### src/rtl/icache.sv
// Direct-mapped, one-word-per-frame instruction cache. Hits are combinational
// in the request cycle, and a miss performs a single-word fill before the lookup is replayed.
module icache #(
    parameter int SETS = 16
) (
    input  logic        CLK,
    input  logic        nRST,
    input  logic        imemREN,
    input  logic [31:0] imemaddr,
    output logic        ihit,
    output logic [31:0] imemload,
    output logic        iREN,
    output logic [31:0] iaddr,
    input  logic        iwait,
    input  logic [31:0] iload,
    output logic [31:0] miss_cnt
);

    localparam int IDX  = $clog2(SETS);
    localparam int TAGW = 30 - IDX;

    localparam logic [0:0] IDLE = 1'b0;
    localparam logic [0:0] FILL = 1'b1;

    logic [0:0]      state;
    logic [SETS-1:0] valid;
    logic [TAGW-1:0] tag_mem  [SETS];
    logic [31:0]     data_mem [SETS];
    logic [29:0]     miss_addr;

    logic [IDX-1:0]  req_idx;
    logic [TAGW-1:0] req_tag;
    logic [IDX-1:0]  fill_idx;
    logic            hit;
    logic            fill_done;
    logic            unused_byte_bits;

    assign req_idx          = imemaddr[IDX+1:2];
    assign req_tag          = imemaddr[31:IDX+2];
    assign fill_idx         = miss_addr[IDX-1:0];
    assign unused_byte_bits = ^imemaddr[1:0];

    assign hit       = (state == IDLE) && imemREN && valid[req_idx]
                       && (tag_mem[req_idx] == req_tag);
    assign fill_done = (state == FILL) && !iwait;

    assign ihit     = hit;
    assign imemload = hit ? data_mem[req_idx] : 32'd0;
    assign iREN     = (state == FILL);
    assign iaddr    = (state == FILL) ? {miss_addr, 2'b00} : 32'd0;

    // NOTE: sequential state uses non-blocking assignments so every register
    // samples the pre-edge values of its inputs, whatever the block order.
    always_ff @(posedge CLK or negedge nRST) begin
        if (!nRST) begin
            state     <= IDLE;
            valid     <= '0;
            miss_addr <= '0;
            miss_cnt  <= '0;
        end else begin
            case (state)
                IDLE: begin
                    if (imemREN && !hit) begin
                        miss_addr <= imemaddr[31:2];
                        miss_cnt  <= miss_cnt + 32'd1;
                        state     <= FILL;
                    end
                end
                FILL: begin
                    if (!iwait) begin
                        valid[fill_idx] <= 1'b1;
                        state           <= IDLE;
                    end
                end
                default: state <= IDLE;
            endcase
        end
    end

    // NOTE: the tag and data arrays are left unreset, since the valid bits alone
    // gate their use. This lets them map onto plain RAM without reset logic.
    always_ff @(posedge CLK) begin
        if (fill_done) begin
            tag_mem[fill_idx]  <= miss_addr[29:IDX];
            data_mem[fill_idx] <= iload;
        end
    end

endmodule

### config.mk
export PLATFORM = sky130hd
export DESIGN_NAME = icache
export DESIGN_NICKNAME = d
export VERILOG_FILES = /design/src/rtl/icache.sv
export SDC_FILE = /design/constraint.sdc
export NUM_CORES = 1
export LEC_CHECK = 0
export CAP_MARGIN = 20
export CORE_MARGIN = 2
export CORE_UTILIZATION = 60
export CTS_CLUSTER_DIAMETER = 120
export DETAILED_ROUTE_END_ITERATION = 6
export PLACE_DENSITY_LB_ADDON = 0.08
export SLEW_MARGIN = 20
export SYNTH_ARGS = -nofsm -noshare
export SYNTH_HDL_FRONTEND = slang
export SYNTH_SLANG_ARGS = --single-unit
### constraint.sdc
create_clock -name CLK -period 10.57 [get_ports CLK]
set_input_delay 2.114 -clock CLK [delete_from_list [all_inputs] [get_ports CLK]]
set_output_delay 2.114 -clock CLK [all_outputs]
set_load 0.1 [all_outputs]
==> results_dict.tcl, run 1 <==
set metrics [dict create \
    startpoint "imemaddr[4]" \
    cts.path.max_buffers 3 \
    wl_met1_um 34300 \
    max_freq_ghz 0.120 \
    crit_buf_inv 3 \
    ys_seq_elements 1007 \
    drv_cap 0 \
    crit_fanout 55 \
    p_sw_share_pct 23.5 \
    min_period_over_period_pct 78.6 \
    place.gp.congestion 0.769 \
    ios 166 \
    die_area_sq_mm 0.0679 \
    drtIter0Drc 1822 \
    wl_met2_um 44400 \
    cpPeakStageDelay_ps 700 \
    internal_power_mw 7.13 \
    drt-pass1-iter-count 7 \
    die_w_um 261 \
    netlist.area_leader.share_pct 70.5 \
    synthAdderAreaFrac_pct 0.0317 \
    synth_top_family_by_area "multiplexers" \
    final_common_cell "edfxtp_1" \
    setup_violations 0 \
    ys_warn_count 0 \
    critPathCaptureType "output port" \
    synthTopCellsByArea "edfxtp_1 71%, mux4_2 14%, dfrtp_1 5.0%" \
    hold_viol_final 0 \
    antenna_found_initial 4 \
    wl_met3_um 5530 \
    outcome "complete, no violations" \
    grt_max_degree 68 \
    peakVddDrop_mv 0.153 \
    worst_pin_slew_ps 1080 \
    cts.htree.levels 3 \
    worstSetupPathType "input pin to output port" \
    synth-simple-area-share_pct 3.50 \
    yosysSeqAreaShare_pct 75.5 \
    comb_power_share_pct 9.5 \
    rsz0062_at_grt "no" \
    fin_crit_ps 8310 \
    core_sq_mm 0.0655 \
    synth_edf_count 928 \
    slowest_stage "buf_4" \
    cts_repair_resize_count 0 \
    port_buffers 161 \
    synthMuxAreaShare_pct 17.1 \
    clkPwrFrac_pct 39.3 \
    netlist_area_sq_mm 0.0395 \
    dr.max_layer_used "met5" \
    finalMaxSlewViolations 0 \
    overflow 0 \
    grt_pass1_wl_um 127000 \
    whs_path_depth 1 \
    dp_hpwl_um 44100 \
    start_kind "input pin" \
    crit_chain "buf_6, buf_4, mux4_2, mux2i_1, nor3_1, nor4_1, o211ai_1, and4b_1, nand3_4, nor2b_1, buf_4" \
    fill_cells 4028 \
    clock_sinks 1007 \
    crit_family "simple AND/OR/NAND/NOR gates" \
    rows 94 \
    setup-tns-final_ps 0 \
    min_from "valid[2]" \
    root_buffer "clkbuf_16" \
    holdBufCountCts 0 \
    timing.rr.start "tag_mem[7][0]" \
    cellLeakagePower_nw 15.1 \
    cts_made_buffers 100 \
    antenna_left 0 \
    p_total_mw 9.31 \
    fin_skew_ps 22.8 \
    ff2ff_path_depth 10 \
    syn_to_final_growth_pct 15.2 \
    drive_gt1_share_pct 25.9 \
    first_global_vias 19500 \
    route.detailed.drc 0 \
    p_seq_share_pct 51.2 \
    syn_area_per_cell_sq_um 21.7 \
    clk_pin_slew_worst_paths_ps 60 \
    tritoncts "yes" \
    final_cell_mix "928 x edfxtp_1, 239 x mux4_2, 123 x clkdlybuf4s50_1, 102 x clkbuf_16, 89 x mux2i_1" \
    crit_required_ps 8460 \
    initial_core_util_pct 60.3 \
    critPathArrivalTime_ps 6190 \
    wirelength_um 86100 \
    maxSlewHeadroom_pct 27.6 \
    path_common_cell "buf_4" \
    fin_nets 2096 \
    drt-wirelength-per-cell_um 28.9 \
    cts_setup_buffers 0 \
    synth_compound_area_share_pct 1.16 \
    synth_cell_types 58 \
    die_y_um 261 \
    synth_xor_area_share_pct 1.33 \
    yosys.area.top_type "edfxtp_1" \
    p_sw_mw 2.18 \
    powerDensity_mw_per_mm2 205 \
    synth_cells 1821 \
    vias 18900 \
    worstHoldPathType "flop to flop" \
    crit_cells 11 \
    vias_per_cell 6.35 \
    gr-usage-all-layers_pct 26.1 \
    async_reset_ff_share_pct 7.85 \
    ys.flop_type "edfxtp_1" \
    clk_latency_ps 650 \
]
==> power by group through the flow <==
stage          Combinational, mW  Clock, mW  Sequential, mW
2_1_floorplan              0.547          0            4.87
3_3_place_gp               0.879          0            4.83
3_5_place_dp               0.891          0            4.85
4_1_cts                    0.894       3.71            4.77
5_1_grt                    0.928       3.86            4.79
6_report                   0.884       3.66            4.77
==> layout make-up <==
cell class	instances	area (sq um)	share of cell area (%)
Sequential cell	1007	29800	65.6
Multi-Input combinational cell	716	9260	20.3
Clock buffer	125	2740	6.02
Timing Repair Buffer	199	1860	4.10
Tap cell	864	1080	2.38
Clock inverter	60	713	1.57
Inverter	3	12.5	0.0275
Antenna cell	1	2.50	0.00550
==> routing by layer <==
metal / vias to the layer above / track usage (%)
met4: 8 / 7.30
li1: 7942 / -
met3: 144 / 4.65
met5: - / 0
met2: 658 / 43.8
met1: 10100 / 35.9
==> worst register-to-register path, delay by kind of cell, from the launching register on <==
family                 cells  cell delay, ps
AND/OR/NAND/NOR            4            1460
flip-flops                 1             370
buffers and inverters      1             480
multiplexers               2             910
AO/OA/AOI/OAI              3            1090
==> through the flow <==
step	cell area (sq um)	instances	hold WS [ps]	util, %	setup WS [ps]
2_1_floorplan	39500	1822	439	-	2740
3_3_place_gp	42000	2787	452	64.1	2320
3_5_place_dp	42100	2789	454	64.2	2230
4_1_cts	45500	2974	469	69.5	2210
5_1_grt	45500	2974	479	69.5	2010
6_report	45500	2975	469	69.5	2260
==> kinds of logic after synthesis <==
| group | after synthesis |
|---|---|
| XOR/XNOR | 60 |
| other | 1 |
| AND/OR/NAND/NOR | 228 |
| multiplexers | 362 |
| buffers and inverters | 99 |
| AO/OA/AOI/OAI | 63 |
| flip-flops | 1007 |
| adder cells (fa/ha/maj) | 1 |
==> registers in the layout, indices dropped and copies added, names as in the netlist <==
signal	cells
miss_cnt	32
iREN	1
valid	16
data_mem	512
tag_mem	416
miss_addr	30
==> final timing paths <==
check	endpoint	slack, ps
setup reg to reg	miss_addr[1]	6160
max in group asynchronous	miss_addr[15]	8000
min in group asynchronous	miss_addr[25]	1380
hold / removal	valid[2]	470
setup / recovery	imemload[27]	2260
hold reg to reg	valid[2]	470
==> Yosys cell counts, drive strengths merged (4+ instances only) <==
library cell  number
or2               17
xnor2             53
mux4             239
a22oi             31
nand2b             4
nor2              18
nor2b             42
a21oi             12
nor3               8
buf               65
edfxtp           928
and3              28
xor2               7
dfrtp             79
nand3             22
mux2              34
clkbuf            31
and4               4
mux2i             89
nand2             13
and2              35
nand4             20
No activity file was read; power rests on OpenSTA's default activity.
==> inputs of run 2 (changes only) <==
==> constraint.sdc (replaced) <==
create_clock -name CLK -period 8.51 [get_ports CLK]
set_input_delay 1.702 -clock CLK [delete_from_list [all_inputs] [get_ports CLK]]
set_output_delay 1.702 -clock CLK [all_outputs]
set_load 0.1 [all_outputs]
==> results_dict.tcl, run 2 (synthesis gave the netlist of run 1 again) <==
set metrics [dict create \
    p_total_mw 11.3 \
    fin_skew_ps 14.0 \
    wirelength_um 85200 \
    holdBufCountCts 0 \
    drt-wirelength-per-cell_um 28.6 \
    cts_repair_resize_count 0 \
    final_cell_mix "928 x edfxtp_1, 239 x mux4_2, 123 x clkdlybuf4s50_1, 100 x clkbuf_16, 89 x mux2i_1" \
    die_area_sq_mm 0.0679 \
    syn_to_final_growth_pct 15.6 \
    fin_util_pct 69.7 \
    ff2ff_path_depth 10 \
    vias_per_cell 6.33 \
    route.detailed.drc 0 \
    fill_cells 4002 \
    r2r_end "miss_addr[1]" \
    whs_endpoint "valid[12]" \
    overflow 0 \
    grt_max_degree 65 \
    p_sw_mw 2.66 \
    clk_pin_slew_worst_paths_ps 60 \
    drive_gt1_share_pct 25.4 \
    drv_cap 0 \
    finalMaxSlewViolations 0 \
    critPathCaptureType "output port" \
    clkPwrFrac_pct 37.8 \
    core_sq_mm 0.0655 \
    critPathArrivalTime_ps 5720 \
    reg2reg_slack_ps 4040 \
    internal_power_mw 8.63 \
    fin_nets 2098 \
    vias 18800 \
    cts_setup_buffers 0 \
    powerDensity_mw_per_mm2 247 \
    top_register "data_mem" \
    comb_power_share_pct 9.7 \
    antenna_found_initial 6 \
    setup-tns-final_ps 0 \
    start_kind "input pin" \
    fin_crit_ps 7420 \
    whs_path_depth 1 \
    setup_violations 0 \
    clk_latency_ps 650 \
    min_from "valid[12]" \
    worst_pin_slew_ps 1110 \
    crit_fanout 55 \
    placed_area_sq_mm 0.0425 \
    place.gp.congestion 0.769 \
    port_buffers 161 \
    min_period_over_period_pct 87.2 \
    outcome "complete, no violations" \
    grt_pass1_wl_um 125000 \
    cts.htree.levels 3 \
    cts.path.max_buffers 3 \
    worstSetupPathType "input pin to output port" \
    die_y_um 261 \
    drtIter0Drc 1831 \
    reg.largest.list "data_mem (512), tag_mem (416), miss_cnt (32)" \
    final_common_cell "edfxtp_1" \
    drt-pass1-iter-count 7 \
    initial_core_util_pct 60.3 \
    max_freq_ghz 0.135 \
    dp_hpwl_um 44300 \
    clock_sinks 1007 \
    antenna_left 0 \
    p_seq_share_pct 52.5 \
    root_buffer "clkbuf_16" \
    first_global_vias 19200 \
    rsz0062_at_grt "no" \
    peakVddDrop_mv 0.178 \
    worstHoldPathType "flop to flop" \
    largest_register_ffs 512 \
    design_area_sq_mm 0.0457 \
    holdWs_ps 466 \
    cellLeakagePower_nw 15.1 \
    hold_viol_final 0 \
    timing.rr.start "tag_mem[7][0]" \
    die_w_um 261 \
    p_sw_share_pct 23.5 \
    maxSlewHeadroom_pct 25.8 \
    gr-usage-all-layers_pct 25.8 \
    ios 166 \
    cts_made_buffers 97 \
    tritoncts "yes" \
    crit_required_ps 6810 \
    rows 94 \
]
[run 2: area by class of cell]
cell class | instances | area [sq um] | share of cell area (%)
clock buffers | 133 | 2740 | 5.99
well taps | 864 | 1080 | 2.37
inverters | 3 | 12.5 | 0.0274
multi-input cells | 716 | 9260 | 20.3
clock inverters | 47 | 462 | 1.01
repair buffers | 204 | 2280 | 5.00
flip-flops and latches | 1007 | 29800 | 65.3
diodes | 1 | 2.50 | 0.00548
[run 2: through the flow]
stage / setup slack [ps] / instances
2_1_floorplan: 1510 / 1822
3_3_place_gp: 1210 / 2793
3_5_place_dp: 1110 / 2793
4_1_cts: 1080 / 2973
5_1_grt: 907 / 2975
6_report: 1090 / 2975
[run 2: worst max-delay path, stage by stage]
cell,delay (ps)
buf_6,510
nor2b_1,410
a22oi_1,180
a21o_1,200
a2111oi_0,940
o211ai_1,170
and4b_1,350
nand3_4,500
nor2b_1,480
buf_12,220
[run 2: power by group through the flow]
stage	registers, mW	logic (mW)	clock network, mW
after CTS	5.92	1.11	4.35
after floorplan	6.05	0.680	0
after global routing	5.95	1.15	4.54
final	5.92	1.10	4.27
after detailed placement	6.02	1.11	0
after global placement	6.00	1.09	0
[run 2: how the worst max path moves through the flow]
| stage | from | endpoint | slack, ps | cells past startpoint |
|---|---|---|---|---|
| final | imemaddr[4] | imemload[31] | 1090 | 10 |
| after global routing | imemaddr[3] | imemload[17] | 910 | 11 |
| after CTS | imemaddr[2] | imemload[31] | 1080 | 11 |
| after detailed placement | imemaddr[2] | imemload[17] | 1110 | 11 |
| after global placement | imemaddr[3] | imemload[30] | 1210 | 11 |
| after floorplan | imemaddr[5] | imemload[10] | 1510 | 12 |
[run 2: routing by layer]
| metal | routed length (um) | track usage [%] | vias to the layer above |
|---|---|---|---|
| li1 | - | - | 7949 |
| met1 | 34500 | 36.2 | 10100 |
| met2 | 43600 | 42.6 | 640 |
| met3 | 5150 | 3.99 | 127 |
| met4 | 1890 | 7.87 | 8 |
| met5 | 59 | 0 | - |
==> inputs of run 3 (changes only) <==
--- a/config.mk
+++ b/config.mk
@@ -6,8 +6,10 @@
 export NUM_CORES = 1
 export LEC_CHECK = 0
 export CAP_MARGIN = 20
+export CELL_PAD_IN_SITES_DETAIL_PLACEMENT = 2
+export CELL_PAD_IN_SITES_GLOBAL_PLACEMENT = 2
 export CORE_MARGIN = 2
-export CORE_UTILIZATION = 60
+export CORE_UTILIZATION = 48
 export CTS_CLUSTER_DIAMETER = 120
 export DETAILED_ROUTE_END_ITERATION = 6
 export PLACE_DENSITY_LB_ADDON = 0.08
==> results_dict.tcl, run 3 (synthesis gave the netlist of run 1 again) <==
set metrics [dict create \
    antenna_left 0 \
    p_sw_mw 3.00 \
    max_freq_ghz 0.127 \
    fin_crit_ps 7880 \
    min_from "valid[15]" \
    drtIter0Drc 1572 \
    cts.path.max_buffers 3 \
    path_common_cell "buf_4" \
    drt-wirelength-per-cell_um 36.1 \
    peakVddDrop_mv 0.172 \
    rsz0062_at_grt "no" \
    initial_core_util_pct 48.3 \
    maxSlewHeadroom_pct 23.1 \
    whs_path_depth 1 \
    worstSetupPathType "input pin to output port" \
    route.detailed.drc 0 \
    worst_pin_slew_ps 1150 \
    top_register "data_mem" \
    crit_fanout 63 \
    vias 19900 \
    ios 166 \
    clk_latency_ps 680 \
    holdBufCountCts 0 \
    start_kind "input pin" \
    cts.htree.levels 3 \
    p_sw_share_pct 25.3 \
    die_y_um 291 \
    comb_power_share_pct 9.8 \
    final_cell_mix "928 x edfxtp_1, 239 x mux4_2, 123 x clkdlybuf4s50_1, 107 x clkbuf_16, 89 x mux2i_1" \
    dp_hpwl_um 61100 \
    syn_to_final_growth_pct 17.3 \
    grt_max_degree 88 \
    reg2reg_slack_ps 3860 \
    whs_endpoint "valid[15]" \
    gr-usage-all-layers_pct 27.7 \
    cts_made_buffers 106 \
    final_common_cell "edfxtp_1" \
    drt-pass1-iter-count 5 \
    r2r_end "miss_addr[29]" \
    setup_violations 0 \
    cpPeakStageDelay_ps 570 \
    overflow 0 \
    hold_viol_final 0 \
    core_sq_mm 0.0818 \
    place.gp.congestion 0.728 \
    critPathCaptureType "output port" \
    setup-tns-final_ps 0 \
    fin_skew_ps 25.0 \
    internal_power_mw 8.87 \
    port_buffers 161 \
    crit_required_ps 6810 \
    powerDensity_mw_per_mm2 256 \
    drive_gt1_share_pct 26.2 \
    wirelength_um 116000 \
    largest_register_ffs 512 \
    ff2ff_path_depth 11 \
    cts_setup_buffers 0 \
    cts_repair_resize_count 0 \
    clkPwrFrac_pct 40.2 \
    fin_nets 2112 \
    critPathArrivalTime_ps 6170 \
    vias_per_cell 6.21 \
    clock_sinks 1007 \
    rows 105 \
    die_w_um 291 \
    finalMaxSlewViolations 0 \
    reg.largest.list "data_mem (512), tag_mem (416), miss_cnt (32)" \
    drv_cap 0 \
    timing.rr.start "tag_mem[7][12]" \
    cellLeakagePower_nw 15.2 \
    antenna_found_initial 2 \
    grt_pass1_wl_um 166000 \
    min_period_over_period_pct 92.6 \
    slowest_stage "mux4_2" \
    root_buffer "clkbuf_16" \
    tritoncts "yes" \
    crit_chain "buf_8, buf_4, mux4_2, mux2i_1, nor3_1, nor4_1, o211ai_1, and4b_1, nand3_4, buf_4, nor2b_1, buf_12" \
    fill_cells 6672 \
    p_seq_share_pct 50.1 \
    die_area_sq_mm 0.0846 \
    outcome "complete, no violations" \
    worstHoldPathType "flop to flop" \
    holdWs_ps 465 \
    first_global_vias 22200 \
    p_total_mw 11.9 \
    clk_pin_slew_worst_paths_ps 60 \
]
run 3: changes by cell type in the layout (fill, tap and decap cells not counted), sizes merged:
cell / previous run / this run
buf: 81 / 86
clkinvlp: 2 / 5
clkinv: 36 / 44
inv: 3 / 5
bufinv: 9 / 13
run 3: per-stage QoR:
stage | area [sq um] | worst slack [ps] | util [%] | cells
2_1_floorplan | 39500 | 1510 | - | 1822
3_3_place_gp | 42800 | 993 | 52.3 | 3003
3_5_place_dp | 42800 | 857 | 52.3 | 3004
4_1_cts | 46300 | 603 | 56.6 | 3201
5_1_grt | 46300 | 480 | 56.6 | 3202
6_report | 46300 | 633 | 56.6 | 3203
run 3: final cells by class:
type	count	area [sq um]	area share, %
Multi-Input combinational cell	716	9260	20.0
Timing Repair Buffer	209	2370	5.11
Sequential cell	1007	29800	64.4
Clock buffer	133	2830	6.10
Inverter	3	12.5	0.0270
Tap cell	1070	1340	2.89
Clock inverter	64	687	1.48
Antenna cell	1	2.50	0.00540
run 3: critical path, delay by kind of cell:
family | cells | cell delay (ps)
and+or+nand+nor | 5 | 1650
buffers and inverters | 4 | 1640
muxes | 2 | 890
AOI/OAI and AO/OA | 1 | 200
run 3: routing by layer:
layer	up-vias	global-route usage, %	part of all wire (%)
met2	718	47.9	52
met1	11000	36.9	40
li1	7979	-	-
met5	-	0	0.014
met4	2	8.86	3.0
met3	194	3.56	4.8
run 3: worst max-delay path by stage:
stage	from	depth (start not counted)	end
CTS	imemaddr[3]	12	imemload[0]
global placement	imemaddr[3]	12	imemload[0]
global route	imemaddr[3]	12	imemload[0]
finish	imemaddr[3]	12	imemload[0]
floorplan	imemaddr[5]	12	imemload[10]
detailed placement	imemaddr[3]	12	imemload[28]
run 3: power by group through the flow:
stage | clock network [mW] | logic [mW] | registers (mW)
global placement | 0 | 1.13 | 5.99
CTS | 4.84 | 1.17 | 5.94
global route | 4.99 | 1.21 | 5.97
finish | 4.77 | 1.16 | 5.94
floorplan | 0 | 0.680 | 6.05
detailed placement | 0 | 1.16 | 6.04
